File: config.mk
export PLATFORM = sky130hd
export DESIGN_NAME = sot_frame_locker
export DESIGN_NICKNAME = d
export VERILOG_FILES = /design/src/rtl/sot_frame_locker.sv
export SDC_FILE = /design/constraint.sdc
export NUM_CORES = 1
export LEC_CHECK = 0
export ABC_AREA = 1
export CAP_MARGIN = 0
export CORE_ASPECT_RATIO = 1.1
export CORE_UTILIZATION = 54
export DETAILED_ROUTE_END_ITERATION = 7
export GPL_TIMING_DRIVEN = 0
export PLACE_DENSITY = 0.87
export SLEW_MARGIN = 20
export SYNTH_ARGS = -nofsm -noshare
export SYNTH_HDL_FRONTEND = slang
export SYNTH_SLANG_ARGS = --single-unit
File: constraint.sdc
create_clock -name clock -period 2.4 [get_ports clock]
set_input_delay 0.48 -clock clock [delete_from_list [all_inputs] [get_ports clock]]
set_output_delay 0.48 -clock clock [all_outputs]
set_load 0.01 [all_outputs]
File: src/rtl/sot_frame_locker.sv
// Start-of-frame locker: finds the frame boundary in the start_of_frame sample and bit-slips
// every S-bit lane to match. Define FRAME_LOCKER_ERR_CNT_EN to add the sot_err_cnt counter.
module sot_frame_locker #(
    parameter int unsigned FRAME_SIZE = 8,
    parameter int unsigned N_LANES    = 8,
    parameter int unsigned SW         = $clog2(FRAME_SIZE)
) (
    input  logic                            clock,
    input  logic                            reset,
    input  logic [N_LANES*FRAME_SIZE-1:0]   sbits_i,
    input  logic [FRAME_SIZE-1:0]           start_of_frame,
    input  logic [11:0]                     aligned_count_to_ready,
    input  logic [3:0]                      miss_limit,
    output logic [N_LANES*FRAME_SIZE-1:0]   sbits_o,
    output logic [SW-1:0]                   bitslip_cnt_o,
    output logic                            sot_is_aligned,
    output logic                            sot_unstable
`ifdef FRAME_LOCKER_ERR_CNT_EN
    ,
    output logic [15:0]                     sot_err_cnt
`endif
);

    localparam int unsigned DW = N_LANES * FRAME_SIZE;

    typedef enum logic [1:0] {StSearch, StCount, StLocked} state_e;

    logic [FRAME_SIZE-1:0] sof_q;
    logic [DW-1:0]         din_q, din_p_q;
    state_e                state_q, state_d;
    logic [SW-1:0]         cand_q, cand_d;
    logic [11:0]           stable_q, stable_d;
    logic [3:0]            miss_q, miss_d;
    logic                  unstable_q, unstable_d;
    logic [DW-1:0]         sbits_q, sbits_d;
    logic [SW-1:0]         slip_q, slip_app;
`ifdef FRAME_LOCKER_ERR_CNT_EN
    logic [15:0]           err_q, err_d;
`endif

    logic                  sof_good;
    logic [SW-1:0]         sof_pos, dec_slip;
    logic                  match;
    logic [11:0]           stable_inc;
    logic [4:0]            miss_inc, miss_lim;

    // Slip decode: one-hot at bit p means the frame starts p+1 bits into the sample.
    always_comb begin
        sof_good = (sof_q != '0) && ((sof_q & (sof_q - FRAME_SIZE'(1))) == '0);
        sof_pos  = '0;
        for (int i = 0; i < FRAME_SIZE; i++) begin
            if (sof_q[i]) sof_pos = SW'(i);
        end
        dec_slip = sof_good ? (sof_pos + SW'(1)) : SW'(1);
    end

    always_comb begin
        state_d    = state_q;
        cand_d     = cand_q;
        stable_d   = stable_q;
        miss_d     = miss_q;
        unstable_d = unstable_q;
        slip_app   = cand_q;
`ifdef FRAME_LOCKER_ERR_CNT_EN
        err_d      = err_q;
`endif
        match      = sof_good && (dec_slip == cand_q);
        stable_inc = stable_q + 12'd1;
        miss_inc   = {1'b0, miss_q} + 5'd1;
        miss_lim   = (miss_limit == 4'd0) ? 5'd1 : {1'b0, miss_limit};

        unique case (state_q)
            StSearch: begin
                slip_app = dec_slip;
                if (sof_good) begin
                    cand_d   = dec_slip;
                    stable_d = '0;
                    state_d  = StCount;
                end
            end
            StCount: begin
                // A threshold already met (e.g. zero) locks before looking at the frame.
                if (stable_q == aligned_count_to_ready) begin
                    state_d = StLocked;
                end else if (match) begin
                    stable_d = stable_inc;
                    if (stable_inc == aligned_count_to_ready) state_d = StLocked;
                end else if (sof_good) begin
                    cand_d   = dec_slip;
                    stable_d = '0;
                end else begin
                    state_d = StSearch;
                end
            end
            StLocked: begin
                if (match) begin
                    miss_d = '0;
                end else begin
`ifdef FRAME_LOCKER_ERR_CNT_EN
                    if (err_q != 16'hffff) err_d = err_q + 16'd1;
`endif
                    if (miss_inc >= miss_lim) begin
                        state_d    = StSearch;
                        miss_d     = '0;
                        unstable_d = 1'b1;
                    end else begin
                        miss_d = miss_inc[3:0];
                    end
                end
            end
            default: state_d = StSearch;
        endcase
    end

    // Per-lane barrel shift over the current and previous frame.
    logic [2*FRAME_SIZE-1:0] lane_cat, lane_shift;
    always_comb begin
        sbits_d    = '0;
        lane_cat   = '0;
        lane_shift = '0;
        for (int k = 0; k < N_LANES; k++) begin
            lane_cat   = {din_q[FRAME_SIZE*k +: FRAME_SIZE], din_p_q[FRAME_SIZE*k +: FRAME_SIZE]};
            lane_shift = lane_cat >> slip_app;
            sbits_d[FRAME_SIZE*k +: FRAME_SIZE] = lane_shift[FRAME_SIZE-1:0];
        end
    end

    always_ff @(posedge clock) begin
        if (reset) begin
            sof_q      <= '0;
            din_q      <= '0;
            din_p_q    <= '0;
            state_q    <= StSearch;
            cand_q     <= SW'(1);
            stable_q   <= '0;
            miss_q     <= '0;
            unstable_q <= 1'b0;
            sbits_q    <= '0;
            slip_q     <= '0;
`ifdef FRAME_LOCKER_ERR_CNT_EN
            err_q      <= '0;
`endif
        end else begin
            sof_q      <= start_of_frame;
            din_q      <= sbits_i;
            din_p_q    <= din_q;
            state_q    <= state_d;
            cand_q     <= cand_d;
            stable_q   <= stable_d;
            miss_q     <= miss_d;
            unstable_q <= unstable_d;
            sbits_q    <= sbits_d;
            slip_q     <= slip_app;
`ifdef FRAME_LOCKER_ERR_CNT_EN
            err_q      <= err_d;
`endif
        end
    end

    assign sbits_o        = sbits_q;
    assign bitslip_cnt_o  = slip_q;
    assign sot_is_aligned = (state_q == StLocked);
    assign sot_unstable   = unstable_q;
`ifdef FRAME_LOCKER_ERR_CNT_EN
    assign sot_err_cnt    = err_q;
`endif

endmodule
# ---- Yosys cells after proc, flatten, opt, wreduce, memory -nomap -nowiden
# Index checks and enable logic that the tools add are counted.
dict set report word_totals {
  mem_bits_ro 0
  latch_bits 0
  n_memories 0
  out_inout_bits 69
  inputBits 90
  elab_cells 76
  ff_bits 225
  mem_bits_rw 0
}
dict set report classes {
  order_cmp 1
  n_eq_ne 12
  mul 0
  n_reduce_logical 11
  n_mux 28
  bitwise 2
  n_shift 8
  n_addsub 4
  n_div 0
}
# op n
set ops {}
lappend ops {{16-bit by 3-bit right shift with 8-bit output} 8}
lappend ops {{12-bit two-way mux} 3}
lappend ops {{3-bit two-way mux} 11}
lappend ops {{12-bit equality test} 2}
lappend ops {{12-bit one-hot mux with 2 select lines} 1}
lappend ops {{2-bit two-way mux} 7}
lappend ops {{12-bit by 1-bit adder with 12-bit output, second input constant} 1}
lappend ops {{4-bit two-way mux} 3}
lappend ops {{8-bit bitwise AND} 1}
lappend ops {{8-bit zero test} 1}
lappend ops {{2-bit != test, second input constant} 4}
lappend ops {{4-bit != test, second input constant} 2}
lappend ops {{8-bit nonzero test} 1}
lappend ops {{8-bit by 1-bit subtractor with 8-bit output, second input constant} 1}
lappend ops {{2-bit one-hot mux with 3 select lines} 1}
lappend ops {{3-bit one-hot mux with 2 select lines} 1}
lappend ops {{3-bit AND reduction} 2}
lappend ops {{4-bit by 1-bit adder with 5-bit output, second input constant} 1}
lappend ops {{5-bit by 4-bit greater-or-equal comparator with 1-bit output} 1}
lappend ops {{5-bit AND reduction} 1}
lappend ops {{4-bit zero test} 1}
lappend ops {{3-bit by 1-bit adder with 3-bit output, second input constant} 1}
lappend ops {{3-bit equality test} 1}
lappend ops {{2-bit by 1-bit equality test with 1-bit output, second input constant} 1}
lappend ops {{8 further kinds} 9}

# ---- Logic depth before layout (Yosys ltp)
dict set report logic_depth {
  word_depth 14
  mapped_depth 19
  ltp_nobuf 19
}

# ---- Least setup slack after synthesis
# OpenSTA, ideal clock, no wires.
dict set report synth_path {
  path_kind {in2reg}
  from {input miss_limit[2]}
  to {register miss_q[1]}
  required_ps 2330
  arrival_time_ps 2041
  path_buffers 0
  slack_ps 289
  cell_stages 14
  setup_time_ps 70
  path_cell_list {inv_1 -> a31o_2 -> ha_1 -> o21ai_0 -> inv_1 -> o21ai_0 -> nand2_1 -> nand2_1 -> nand3b_1 -> nor2_1 -> inv_1 -> a31oi_1 -> nand2_1 -> a21oi_1}
}
dict set report synth_via {
  elab_chain_cells 5
}
# item line
set synth_lines {}
lappend synth_lines {{from (decl)} 13} ;# input logic [3:0] miss_limit,
lappend synth_lines {{4-bit zero test} 70} ;# miss_lim = (miss_limit == 4'd0) ? 5'd1 : {1'b0, miss_limit};
lappend synth_lines {{4-bit two-way mux (*)} 70}
lappend synth_lines {{5-bit by 4-bit greater-or-equal comparator with 1-bit output (*)} 102} ;# if (miss_inc >= miss_lim) begin
lappend synth_lines {{4-bit two-way mux (*)} 102}
lappend synth_lines {{4-bit two-way mux (*)} 96} ;# if (match) begin
lappend synth_lines {{to (signal assigned)} 150} ;# miss_q <= miss_d;
lappend synth_lines {{to (decl)} 33} ;# logic [3:0] miss_q, miss_d;
# Every way passes the cells marked *; elsewhere a longest branch is shown, timed or not.
# A chain may end at the register's enable or synchronous reset.

# ---- Worst setup path after layout
dict set report layout_path {
  from {register sof_q[5]}
  to {register sbits_q[62], in the netlist sbits_o[62]}
}
dict set report layout_via {
  elab_chain_cells 7
  elab_cells_between_ends 12
  classes_between {add/sub: 2; shift: 1; mux: 5; bitwise: 1; reduce/logical: 3}
}
# item line
set layout_lines {}
lappend layout_lines {{from (decl)} 28} ;# logic [FRAME_SIZE-1:0] sof_q;
lappend layout_lines {{from (signal assigned)} 144} ;# sof_q <= start_of_frame;
lappend layout_lines {{8-bit by 1-bit subtractor with 8-bit output / 3-bit two-way mux (equally long branches)} {49, 52}}
lappend layout_lines {{8-bit bitwise AND / 3-bit two-way mux (equally long branches)} {49, 52}}
lappend layout_lines {{8-bit zero test / 3-bit two-way mux (equally long branches)} {49, 52}}
lappend layout_lines {{1-bit logical AND / 3-bit by 1-bit adder with 3-bit output (equally long branches)} {49, 54}}
lappend layout_lines {{3-bit two-way mux (*)} 54} ;# dec_slip = sof_good ? (sof_pos + SW'(1)) : SW'(1);
lappend layout_lines {{3-bit two-way mux (*)} 72} ;# unique case (state_q)
lappend layout_lines {{16-bit by 3-bit right shift with 8-bit output (*)} 123} ;# lane_shift = lane_cat >> slip_app;
lappend layout_lines {{to (signal assigned)} 152} ;# sbits_q <= sbits_d;
lappend layout_lines {{to (decl)} 35} ;# logic [DW-1:0] sbits_q, sbits_d;
# Marks and branches as above.

==> flow_summary_export.csv <==
group,metric,value,unit
outcome,status,"completed",
yosys,synth_edf_count,0,
sta,fin_skew,13.8,ps
die,core_area,18500,um2
clock_network,clk_pin_slew_worst_paths,60,ps
power_and_ir_drop,p_per_area,1240,nW/um2
drt,antenna_left,0,
worst_setup_path,critPathMaxFanout,10,
place,gp_congestion,0.970,
worst_hold_path,hold_path_class,"register to register",
place,hpwl,22900,um
cells_and_area,final_common_cell,"nand2_1",
place,io_buffer_count,158,
cells_and_area,utilization,0.720,
yosys,ys_seq_area_frac,0.438,
worst_setup_path,critPathArrivalTime,2740,ps
yosys,synthArstFlopShare,0,
worst_setup_path,cp-start-kind,"register",
clock_network,cts_tree,"yes",
global_routing,grt_overflow,0,
clock_network,clock_latency,520,ps
clock_network,cts_buffers,23,
global_routing,antenna_found_initial,0,
yosys,ys_types,33,
worst_setup_path,cpPeakStageDelay,350,ps
cells_and_area,fillCellCount,1460,
yosys,yosysWarnings,0,
cells_and_area,nNetsFinal,1749,
worst_setup_path,path_common_cell,"nor2_2",
power_and_ir_drop,ir_drop,1.27,mV
worst_setup_path,cp_top_family,"simple AND/OR/NAND/NOR gates",
worst_setup_path,cp_cell_sequence,"nor2_4 -> nand2_2 -> nor2_2 -> nor2_2 -> nor2_4 -> nand2_2 -> nor2_2 -> o21ai_2 -> inv_2 -> buf_2 -> o211ai_1 -> o211ai_1 -> nand2_1",
worst_setup_path,endpoint_kind,"register",
sta,max_slew_margin,0.639,
worst_setup_path,required,2790,ps
sta,fin_tns_setup,0,ps
die,die_h,147,um
clock_network,root_buffer,"clkbuf_16",
sta,setup_viol,0,
global_routing,grt.total_usage,0.330,
yosys,yosys_most_used_dff,"dfxtp_1",
clock_network,h-tree-depth,1,
global_routing,first_global_vias,10092,
yosys,synth_fp_nets,1556,
cells_and_area,area.growth.synth_to_final,29.8,%
yosys,syn-cell-area,10300,um2
clock_network,clockBufferDepth,3,
drt,drt_iter0_markers,979,
sta,period_needed,2350,ps
clock_network,cts_sinks,225,
drt,avgRoutedWirePerCell,17.1,um
global_routing,grt_max_degree,15,
sta,drv_slew,0,
die,rows,52,
worst_setup_path,crit_buf_inv,2,
die,dieArea,19600,um2
cells_and_area,final_cell_mix,"nand2_1 (382), dfxtp_1 (221), inv_1 (194)",
clock_network,cts_hold_buf,0,
sta,clock.fmax,426,MHz
cells_and_area,num_antenna_cells,0,
sta,timing.final.crit_share,0.979,
sta,rsz0062_at_grt,"true",
drt,remaining_drc_errors,0,
yosys,syn_inst,1459,
die,die_w,134,um
yosys,synth.avg_cell_area,7.04,um2
drt,wirelength,32700,um
worst_setup_path,slowest_stage,"dfxtp_1",
worst_setup_path,worstSetupPathType,"register to register",
drt,routed-via-count,10579,
cells_and_area,final_layout_size_suffix_gt1_frac,0.0953,
drt,dr.pass1.iters,6,
drt,vias_per_cell,5.54,
die,start_util,0.554,
sta,worstMarginPinSlew,542,ps
power_and_ir_drop,p_leak,0.00612,uW
yosys,synth-seq-cells,225,
flow_run,cap_violations,0,
sta,hold_viol,0,
global_routing,grt_pass1_wl,50400,um
die,io_pins,159,
-- stage by stage --
step	worst slack (ps)	total power [uW]	instance area, um2	hold WS (ps)	instances
after floorplan	289	8990	10300	388	1459
after global placement	-585	11800	12200	392	1860
after detailed placement	-615	11900	12200	393	1860
after CTS	26.2	15800	13100	396	1903
after global routing	-47.9	17200	13300	403	1911
final	51.6	16600	13300	395	1911
-- worst register-to-register path, delay by kind of cell (launching register included) --
kind / cells / cell delay [ps]
DFF: 1 / 350
AOI/OAI and AO/OA: 3 / 370
and+or+nand+nor: 8 / 1030
buffers and inverters: 2 / 460
-- state kept, by name, summed over array words and instances (netlist names) --
signal         cells
stable_q          12
cand_q             3
bitslip_cnt_o      3
sbits_o           64
sot_unstable       1
din_p_q           64
miss_q             4
din_q             64
sof_q              8
state_q            2
-- worst paths after layout --
check                        from                endpoint  slack (ps)  cells past startpoint
min          din_q[39]$_SDFF_PP0_  din_p_q[39]$_SDFF_PP0_         400                      2
max           sof_q[5]$_SDFF_PP0_  sbits_o[62]$_SDFF_PP0_          50                     13
max reg2reg   sof_q[5]$_SDFF_PP0_  sbits_o[62]$_SDFF_PP0_          50                     13
min reg2reg  din_q[39]$_SDFF_PP0_  din_p_q[39]$_SDFF_PP0_         400                      2
-- where the power goes --
| group | internal [uW] | switching [uW] |
|---|---|---|
| clock | 2360 | 1460 |
| sequential | 4240 | 184 |
| combinational | 2950 | 5370 |
-- cell usage after synthesis, types with 2 or more instances --
cell | n | area [um2]
nand2_1 | 390 | 1460
dfxtp_1 | 225 | 4500
inv_1 | 195 | 732
nor2_1 | 193 | 724
o211ai_1 | 128 | 961
nand3_1 | 79 | 395
o21ai_0 | 42 | 210
o21ai_1 | 34 | 170
clkbuf_1 | 33 | 124
buf_2 | 30 | 150
a21oi_1 | 17 | 85.1
or2_1 | 16 | 100
buf_6 | 12 | 135
xor2_1 | 10 | 87.6
nand4_1 | 8 | 50.1
buf_4 | 7 | 52.6
ha_1 | 7 | 87.6
nor2_2 | 6 | 37.5
xnor2_1 | 4 | 35.0
inv_2 | 3 | 11.3
nand2_2 | 3 | 18.8
nand3b_1 | 3 | 22.5
nand3_2 | 2 | 20.0
nor3_1 | 2 | 10.0
o21ai_2 | 2 | 17.5
-- repair_timing --
action / 4_1_cts / 5_1_grt
setup buffers: 2 / 7
resized for setup: 30 / 69
setup endpoints to repair: 97 / 91
gates cloned: 0 / 1
pin swaps: 3 / 14
-- area by class of cell --
| class | instances | area, um2 | share of cell area |
|---|---|---|---|
| plain buffers | 82 | 572 | 0.0429 |
| clock buffers | 30 | 622 | 0.0466 |
| clock inverters | 11 | 186 | 0.0140 |
| inverters | 198 | 743 | 0.0557 |
| multi-input cells | 954 | 4700 | 0.352 |
| flip-flops and latches | 225 | 4510 | 0.338 |
| well taps | 243 | 304 | 0.0228 |
| repair buffers | 168 | 1700 | 0.128 |
-- kinds of logic (layout without fill, tap and decap cells) --
group,after synthesis,count (layout),share of synthesized area
AO/OA/AOI/OAI,227,227,0.144
XOR/XNOR,14,14,0.0119
adder cells (fa/ha/maj),7,7,0.00852
buffers and inverters,280,489,0.117
flip-flops,225,225,0.438
AND/OR/NAND/NOR,706,706,0.280
-- routing by layer --
layer / part of all wire / track usage
met5: 0 / 0
met3: 0.11 / 0.0684
met1: 0.37 / 0.394
met4: 0.043 / 0.143
met2: 0.48 / 0.570
Note: power is estimated with default switching activity, not from simulation.
